[src/rtl/matmul_pkg.sv]
// Shared types and helpers for the sequential N x N matrix multiplier.
package matmul_pkg;

    typedef enum logic [1:0] {
        S_LOAD = 2'd0,
        S_COMP = 2'd1,
        S_OUT  = 2'd2
    } state_t;

    // Index width for a range of v values, never narrower than one bit.
    function automatic int clog2_min1(input int v);
        return (v <= 2) ? 1 : $clog2(v);
    endfunction

endpackage

[src/rtl/matmul_mac.sv]
// Registered W x W multiply-accumulate; the 2W accumulator wraps silently.
module matmul_mac #(
    parameter int W = 8
) (
    input  logic           clk,
    input  logic           rst_n,
    input  logic           clr,
    input  logic           en,
    input  logic [W-1:0]   a,
    input  logic [W-1:0]   b,
    output logic [2*W-1:0] acc
);

    logic [2*W-1:0] prod;

    assign prod = (2*W)'(a) * (2*W)'(b);

    // clr wins over en so a new element always starts from zero.
    always_ff @(posedge clk or negedge rst_n) begin
        if (!rst_n) begin
            acc <= '0;
        end else if (clr) begin
            acc <= '0;
        end else if (en) begin
            acc <= acc + prod;
        end
    end

endmodule

[src/rtl/matmul_seq_ctrl.sv]
// Streams A and B in, steps i/j/k through one MAC, and streams C out row-major.
// Handshakes: a beat moves on a rising edge where valid && ready; valid holds its data until then.
module matmul_seq_ctrl
    import matmul_pkg::*;
#(
    parameter int N = 3,
    parameter int W = 8
) (
    input  logic           clk,
    input  logic           rst_n,
    input  logic           in_valid,
    output logic           in_ready,
    input  logic [W-1:0]   in_data,
    output logic           out_valid,
    input  logic           out_ready,
    output logic [2*W-1:0] out_data,
    output logic           out_last,
    output logic           busy,
    output logic [1:0]     fsm_state
);

    localparam int NN    = N * N;
    localparam int DEPTH = 2 * NN;
    localparam int IDX_W = clog2_min1(N);
    localparam int LD_W  = clog2_min1(DEPTH);

    localparam logic [IDX_W-1:0] IDX_LAST = IDX_W'(N - 1);
    localparam logic [LD_W-1:0]  LD_LAST  = LD_W'(DEPTH - 1);

    state_t state, state_nxt;

    logic [LD_W-1:0]  ld_cnt;
    logic [IDX_W-1:0] i_cnt, j_cnt, k_cnt;
    logic [W-1:0]     mem [DEPTH];
    logic [LD_W-1:0]  a_addr, b_addr;
    logic [W-1:0]     a_op, b_op;
    logic [2*W-1:0]   acc, prod, sum;
    logic             load_hs, load_done, out_hs, k_last;

    assign load_hs   = in_valid && in_ready;
    assign load_done = load_hs && (ld_cnt == LD_LAST);
    assign out_hs    = out_valid && out_ready;
    assign k_last    = (k_cnt == IDX_LAST);

    // A occupies the first N*N words, B the next N*N, both row-major.
    assign a_addr = LD_W'(int'(i_cnt) * N + int'(k_cnt));
    assign b_addr = LD_W'(NN + int'(k_cnt) * N + int'(j_cnt));
    assign a_op   = mem[a_addr];
    assign b_op   = mem[b_addr];
    assign prod   = (2*W)'(a_op) * (2*W)'(b_op);
    assign sum    = acc + prod;

    // Operand storage is deliberately unreset; every job rewrites all of it.
    always_ff @(posedge clk) begin
        if (load_hs && rst_n) begin
            mem[ld_cnt] <= in_data;
        end
    end

    matmul_mac #(.W(W)) u_mac (
        .clk   (clk),
        .rst_n (rst_n),
        .clr   (load_done || out_hs),
        .en    (state == S_COMP),
        .a     (a_op),
        .b     (b_op),
        .acc   (acc)
    );

    always_ff @(posedge clk or negedge rst_n) begin
        if (!rst_n) begin
            state <= S_LOAD;
        end else begin
            state <= state_nxt;
        end
    end

    always_comb begin
        state_nxt = state;
        case (state)
            S_LOAD: if (load_done) state_nxt = S_COMP;
            S_COMP: if (k_last) state_nxt = S_OUT;
            S_OUT:  if (out_hs) state_nxt = out_last ? S_LOAD : S_COMP;
            default: state_nxt = S_LOAD;
        endcase
    end

    always_comb begin
        in_ready  = 1'b0;
        busy      = 1'b1;
        fsm_state = state;
        if (state == S_LOAD) begin
            in_ready = 1'b1;
            busy     = 1'b0;
        end
    end

    always_ff @(posedge clk or negedge rst_n) begin
        if (!rst_n) begin
            ld_cnt    <= '0;
            i_cnt     <= '0;
            j_cnt     <= '0;
            k_cnt     <= '0;
            out_valid <= 1'b0;
            out_data  <= '0;
            out_last  <= 1'b0;
        end else begin
            case (state)
                S_LOAD: begin
                    if (load_hs) begin
                        ld_cnt <= (ld_cnt == LD_LAST) ? '0 : ld_cnt + LD_W'(1);
                    end
                    if (load_done) begin
                        i_cnt <= '0;
                        j_cnt <= '0;
                        k_cnt <= '0;
                    end
                end
                S_COMP: begin
                    k_cnt <= k_last ? '0 : k_cnt + IDX_W'(1);
                    if (k_last) begin
                        out_data  <= sum;
                        out_valid <= 1'b1;
                        out_last  <= (i_cnt == IDX_LAST) && (j_cnt == IDX_LAST);
                    end
                end
                S_OUT: begin
                    if (out_hs) begin
                        out_valid <= 1'b0;
                        out_last  <= 1'b0;
                        if (out_last) begin
                            i_cnt  <= '0;
                            j_cnt  <= '0;
                            ld_cnt <= '0;
                        end else if (j_cnt == IDX_LAST) begin
                            j_cnt <= '0;
                            i_cnt <= i_cnt + IDX_W'(1);
                        end else begin
                            j_cnt <= j_cnt + IDX_W'(1);
                        end
                    end
                end
                default: ;
            endcase
        end
    end

endmodule

[config.mk]
export PLATFORM = sky130hd
export DESIGN_NAME = matmul_seq_ctrl
export DESIGN_NICKNAME = d
export VERILOG_FILES = /design/src/rtl/matmul_pkg.sv /design/src/rtl/matmul_mac.sv /design/src/rtl/matmul_seq_ctrl.sv
export SDC_FILE = /design/constraint.sdc
export NUM_CORES = 1
export LEC_CHECK = 0
export CORE_ASPECT_RATIO = 1.2
export CORE_MARGIN = 8
export CORE_UTILIZATION = 56
export DETAILED_ROUTE_END_ITERATION = 8
export PLACE_DENSITY_LB_ADDON = 0.15
export SLEW_MARGIN = 20
export SYNTH_ARGS = -nofsm -noshare
export SYNTH_HDL_FRONTEND = slang
export SYNTH_SLANG_ARGS = --single-unit
[constraint.sdc]
create_clock -name clk -period 7 [get_ports clk]
set_input_delay 0.7 -clock clk [delete_from_list [all_inputs] [get_ports clk]]
set_output_delay 0.7 -clock clk [all_outputs]
set_load 0.02 [all_outputs]
# After elaboration in Yosys (flattened, before gate mapping)
# Memory sizes are Yosys's and may differ from the RTL's.
# Cells that the tools add are included.
# word_totals
regBits	47
ram_bits	144
output_inout_bits	22
word_cells	83
memories	1
# classes
add_sub_neg	8
multipliers	3
eq_ne	12
muxes	32
n_reduce_logical	18
# memory_table
memory	words	word_bits	read_ports	rd_clocked_by_memory_dff	wr	line_no	source
mem	18	8	2	0	1	matmul_seq_ctrl.sv:34	logic [W-1:0] mem [DEPTH];
# ops
operator	n
$mux 16	2
$mux 2	11
$mux 5	4
$add 16x16->16	1
$mul 8x8->16	1
$pmux 2 s2	3
$ne 2x2->1 const B	5
$pmux 5 s2	1
$reduce_and 3->1	3
$eq 2x2->1 const B	4
$mul 2x2->4 const B	2
$mux 1	8
$reduce_and 4->1	2
$reduce_bool 2->1	4
$add 2x1->2 const B	3
$pmux 2 s3	1
$add 4x2->5	1
$add 4x4->5 const A	1
$add 5x1->5 const B	1
$add 5x2->5	1
$eq 5x5->1 const B	1
$logic_and 1x1->1	5
$pmux 1 s2	2
$reduce_and 2->1	2
4 further kinds	4

# Depth between registers and ports, before layout
# An unclocked memory read counts as a cell.
# logic_depth
depth_word	8
mapped_depth	28
depth_no_buf	26

# Cells and area by module
# A second synthesis with hierarchy kept.
# hier_totals
hier_cells	1204
area_unflattened_um2	13987.2
# modules_own_cells
module	instances	cells_per_inst	area_each_um2	seq_area_each_um2
matmul_seq_ctrl	1	846	10840.4	5099.9
matmul_mac	1	358	3146.8	400.4

# Least setup slack after synthesis
# OpenSTA, ideal clock, no wires.
# synth_path
path_type	register to register
startpoint	reg k_cnt[1]
endpoint	reg u_mac.acc[12]
setup_ns	0.122
arrival_time_ns	7.057
required_time_ns	6.878
slack_ns	-0.178
path_stages_with_launch	24
n_path_buf	1
cell_sequence	dfrtp_1 inv_1 fa_1 inv_1 ha_1 fa_1 buf_1 mux4_2 mux4_2 and2_1 fa_1 inv_1 fa_1 inv_1 fa_1 inv_1 fa_1 inv_1 ha_1 and2_1 a221oi_2 a21oi_1 or3_1 a32o_1
# synth_between
elab_chain_len	8
# synth_rtl
element	line_no	source
start, declared	matmul_seq_ctrl.sv:33	logic [IDX_W-1:0] i_cnt, j_cnt, k_cnt;
start signal, assigned	matmul_seq_ctrl.sv:120	k_cnt <= k_last ? '0 : k_cnt + IDX_W'(1);
$mul 2x2->4	matmul_seq_ctrl.sv:47	assign b_addr = LD_W'(NN + int'(k_cnt) * N + int'(j_cnt));
$add 4x4->5	matmul_seq_ctrl.sv:47	
$add 5x2->5	matmul_seq_ctrl.sv:47	
$mem_v2 18x8 *	-	
$mul 8x8->16 *	matmul_mac.sv:16	assign prod = (2*W)'(a) * (2*W)'(b);
$add 16x16->16 *	matmul_mac.sv:25	acc <= acc + prod;
$mux 16 *	matmul_mac.sv:24	end else if (en) begin
$mux 16 *	matmul_mac.sv:22	end else if (clr) begin
end signal, assigned	matmul_mac.sv:25	
end, declared	matmul_mac.sv:11	output logic [2*W-1:0] acc
# Every way passes the cells marked *; elsewhere a longest branch is shown, timed or not. The select of a mux whose other input is x is not followed.
# A chain may end at the register's enable or synchronous reset.

# Final worst setup path
# layout_path
startpoint	reg k_cnt[1]
endpoint	reg out_data[10]
# layout_between
elab_chain_len	6
# layout_rtl
element	line_no	source
$mul 2x2->4	matmul_seq_ctrl.sv:47	
$add 4x4->5	matmul_seq_ctrl.sv:47	
$add 5x2->5	matmul_seq_ctrl.sv:47	
$mem_v2 18x8	-	
$mul 8x8->16	matmul_seq_ctrl.sv:50	assign prod = (2*W)'(a_op) * (2*W)'(b_op);
$add 16x16->16	matmul_seq_ctrl.sv:51	assign sum = acc + prod;
end signal, assigned	matmul_seq_ctrl.sv:122	out_data <= sum;
end, declared	matmul_seq_ctrl.sv:16	output logic [2*W-1:0] out_data,
# Parallel ways exist; a longest one is shown, timed or not.

==> out/metrics.csv <==
stage,metric,value,unit
clock_network,clkLatencyLatePin,0.44,ns
layout,fin_area,13540,µm²
yosys,ys.flop_type,edfxtp_1,
sta,clock_skew,0.01870,ns
global_route,met2_usage,41.52,%
yosys,avgSynthCellArea,12.69,µm²
min_path,holdCritPathClass,input port to async pin,
clock_network,clk_pin_slew_worst_paths,0.08,ns
route,drtPass1Iterations,5,
route,drc,0,
die,rows,57,
clock_network,cts_hold_buf,0,
route,drt_first_iter_violations,453,
yosys,syn-num-nets,1012,
die,die_h,172.2,µm
sta,slew-limit-headroom,28.55,%
sta,fin_ws,-0.004228,ns
critical_path,cp.arrival,7.32,ns
route,viasPerCell,6.001,
yosys,async_flop_share,24.61,%
yosys,synth_xor_area_share,0.6154,%
sta,setup_viol,2,
sta,period_needed,7.004,ns
clock_network,clkSinkCount,191,
global_route,use_met3,3.508,%
run_status,violations,setup timing,
global_route,grt-busiest-layer,met2,
global_route,grt_pass1_vias,8046,
die,die_area,25170,µm²
critical_path,worstSetupEndpointType,flop,
critical_path,reg2reg_from,k_cnt[1]$_DFFE_PN0P_,
critical_path,crit_fanout,4,
route,routed_wl,27.75,mm
route,postRouteAntennaNets,0,
placed_design,placed_cell_area,12320,µm²
yosys,synth_area,11390,µm²
clock_network,clk_path_buf_depth,2,
die,start_util,56.61,%
yosys,yosys.cell_types.count,49,
sta,rsz0062_at_grt,yes,
yosys,synth_edf_count,144,
layout,fillers,1441,
placed_design,gp_congestion,0.9383,
critical_path,cp-start-kind,flop,
yosys,ys_seq_area_share,48.31,%
critical_path,r2r_setup_slack,-0.004,ns
yosys,ys_ff_latch,191,
clock_network,htree_levels,4,
placed_design,dp.final_hpwl,20.07,mm
die,core-area,20110,µm²
critical_path,required,7.32,ns
yosys,synth-compound-area-share,7.505,%
sta,fmax,142.8,MHz
sta,maxSlewViolCount,0,
sta,fin_hold_ws,0.3613,ns
die,die_w,146.2,µm
layout,final_nets,1103,
global_route,antenna_found_initial,0,
layout,drive_gt1_share,22.68,%
global_route,grt_start_max_net_pins,49,
sta,hold_violations,0,
clock_network,cts_tree,yes,
global_route,grtUsageMet1,26.97,%
clock_network,clockRootBuffer,clkbuf_16,
global_route,track_usage,22.92,%
route,vias,7597,
critical_path,reg2reg_depth,26,
sta,finalCritPeriodShare,100.1,%
layout,final_common_cell,edfxtp_1,
placed_design,portBuffers,33,
critical_path,crit_type,flop to flop,
global_route,grt_pass1_wl,44.62,mm
layout,syn_to_final_growth,18.89,%
clock_network,cts_made_buffers,17,
yosys,yosys_warnings,0,
yosys,synth_top_family_by_area,adder cells,
placed_design,pre_cts_slack,-0.1566,ns
layout,final_cell_mix,"edfxtp_1, inv_1, nand2_1",
layout,antenna_cells,0,
run_status,outcome,"finished, violations left",
flow_run,drv_cap,0,
critical_path,r2r_end,out_data[10]$_DFFE_PN0P_,
yosys,synthCells,897,
global_route,grt.overflow.total,0,
die,io_pins,34,
route,avgRoutedWirePerCell,21.92,µm
yosys,synthSimpleGateAreaFrac,9.176,%
sta,worst_pin_slew,1.068,ns
yosys,synth.mux.area_fraction,14.24,%
yosys,synthAdderAreaFrac,14.95,%
-- through the flow --
| step | cells | utilization (%) | TNS (ns) |
|---|---|---|---|
| 2_1_floorplan | 897 | - | 0 |
| 3_3_place_gp | 1209 | 61.28 | -0.2186 |
| 3_5_place_dp | 1209 | 61.28 | -0.9505 |
| 4_1_cts | 1258 | 66.08 | -0.1167 |
| 5_1_grt | 1266 | 67.31 | -1.574 |
| 6_report | 1266 | 67.31 | -0.004399 |
-- cell usage after synthesis (all sizes together), types with 4 or more instances --
master  count  area, µm²
and2       39      244.0
o21ai      29      145.1
nand4       7      43.79
nor2       23      86.33
buf        21      127.6
a21o        9      67.56
a21oi      12      60.06
or3         4      25.02
nor2b       5      31.28
edfxtp    144       4324
nand2      91      341.6
dfrtp      47       1176
nand2b      6      37.54
o22ai      33      206.5
a211oi      8      100.1
a31o        4      35.03
fa         55       1101
mux4       40      900.9
ha         48      600.6
nand3      12      60.06
inv       109      409.1
a22o        7      61.31
nor4        8      50.05
nor3        8      40.04
mux2i      72      720.7
clkbuf     15      56.30
xnor2       5      43.79
-- cell families (layout without fill, tap and decap cells) --
family          after synthesis  in the layout
compound gates              123            123
xor+xnor                      8              8
flops                       191            191
buf+inv                     145            249
fa+ha+maj                   103            103
mux                         112            112
simple gates                215            215
-- worst max-delay path, cell delays in order, from the launching register on --
cell and delay, ns:
dfrtp_1 0.43, buf_6 0.14, fa_1 0.52, inv_2 0.06, fa_2 0.35, inv_2 0.07, fa_2 0.48, or2_4 0.28
buf_6 0.13, o22ai_4 0.14, nor4_2 0.07, a211oi_2 0.25, buf_4 0.19, nand2_2 0.06, fa_1 0.53, inv_2 0.05
fa_1 0.52, fa_1 0.55, inv_2 0.04, fa_1 0.49, inv_2 0.05, ha_4 0.21, and2_4 0.15, a221oi_4 0.38
a21oi_2 0.11, or3_1 0.40, a31o_2 0.26
-- registers in the layout, summed over array words and instances, names as in the netlist, 2 cells and up --
register,flops
fsm_state,2
i_cnt,2
j_cnt,2
k_cnt,2
ld_cnt,5
mem,144
out_data,16
u_mac.acc,16
-- layout make-up --
class                      count  area, µm²  area share (%)
sequential                   191       5500           40.63
inverter                     109      409.1           3.022
clock inverter                15      168.9           1.248
tap                          265      331.6           2.449
timing repair buffer         108       1081           7.986
multi-input combinational    561       5620           41.52
clock buffer                  17      425.4           3.143
-- layer usage --
metal	part of all wire, %	wire length (µm)
met1	39	10920
met2	53	14680
met5	0	0
met3	4.3	1189
met4	3.5	958
-- how the worst max path moves through the flow --
stage	end	cells past startpoint	startpoint
6_report	out_data[10]$_DFFE_PN0P_	26	k_cnt[1]$_DFFE_PN0P_
5_1_grt	u_mac.acc[10]$_DFFE_PN0P_	26	k_cnt[1]$_DFFE_PN0P_
4_1_cts	out_data[14]$_DFFE_PN0P_	26	k_cnt[1]$_DFFE_PN0P_
3_5_place_dp	u_mac.acc[14]$_DFFE_PN0P_	24	j_cnt[1]$_DFFE_PN0P_
3_3_place_gp	u_mac.acc[12]$_DFFE_PN0P_	23	j_cnt[1]$_DFFE_PN0P_
2_1_floorplan	u_mac.acc[12]$_DFFE_PN0P_	25	k_cnt[0]$_DFFE_PN0P_
-- repair_timing --
| item | 4_1_cts | 5_1_grt |
|---|---|---|
| gates cloned | 2 | 0 |
| pin swaps | 29 | 41 |
| setup endpoints to repair | 12 | 18 |
| buffers inserted | 15 | 8 |
| resized for setup | 33 | 48 |
Power is left out: the tool's default activity adds up to more than one toggle a clock period on the data nets, which glitch-free logic cannot reach.
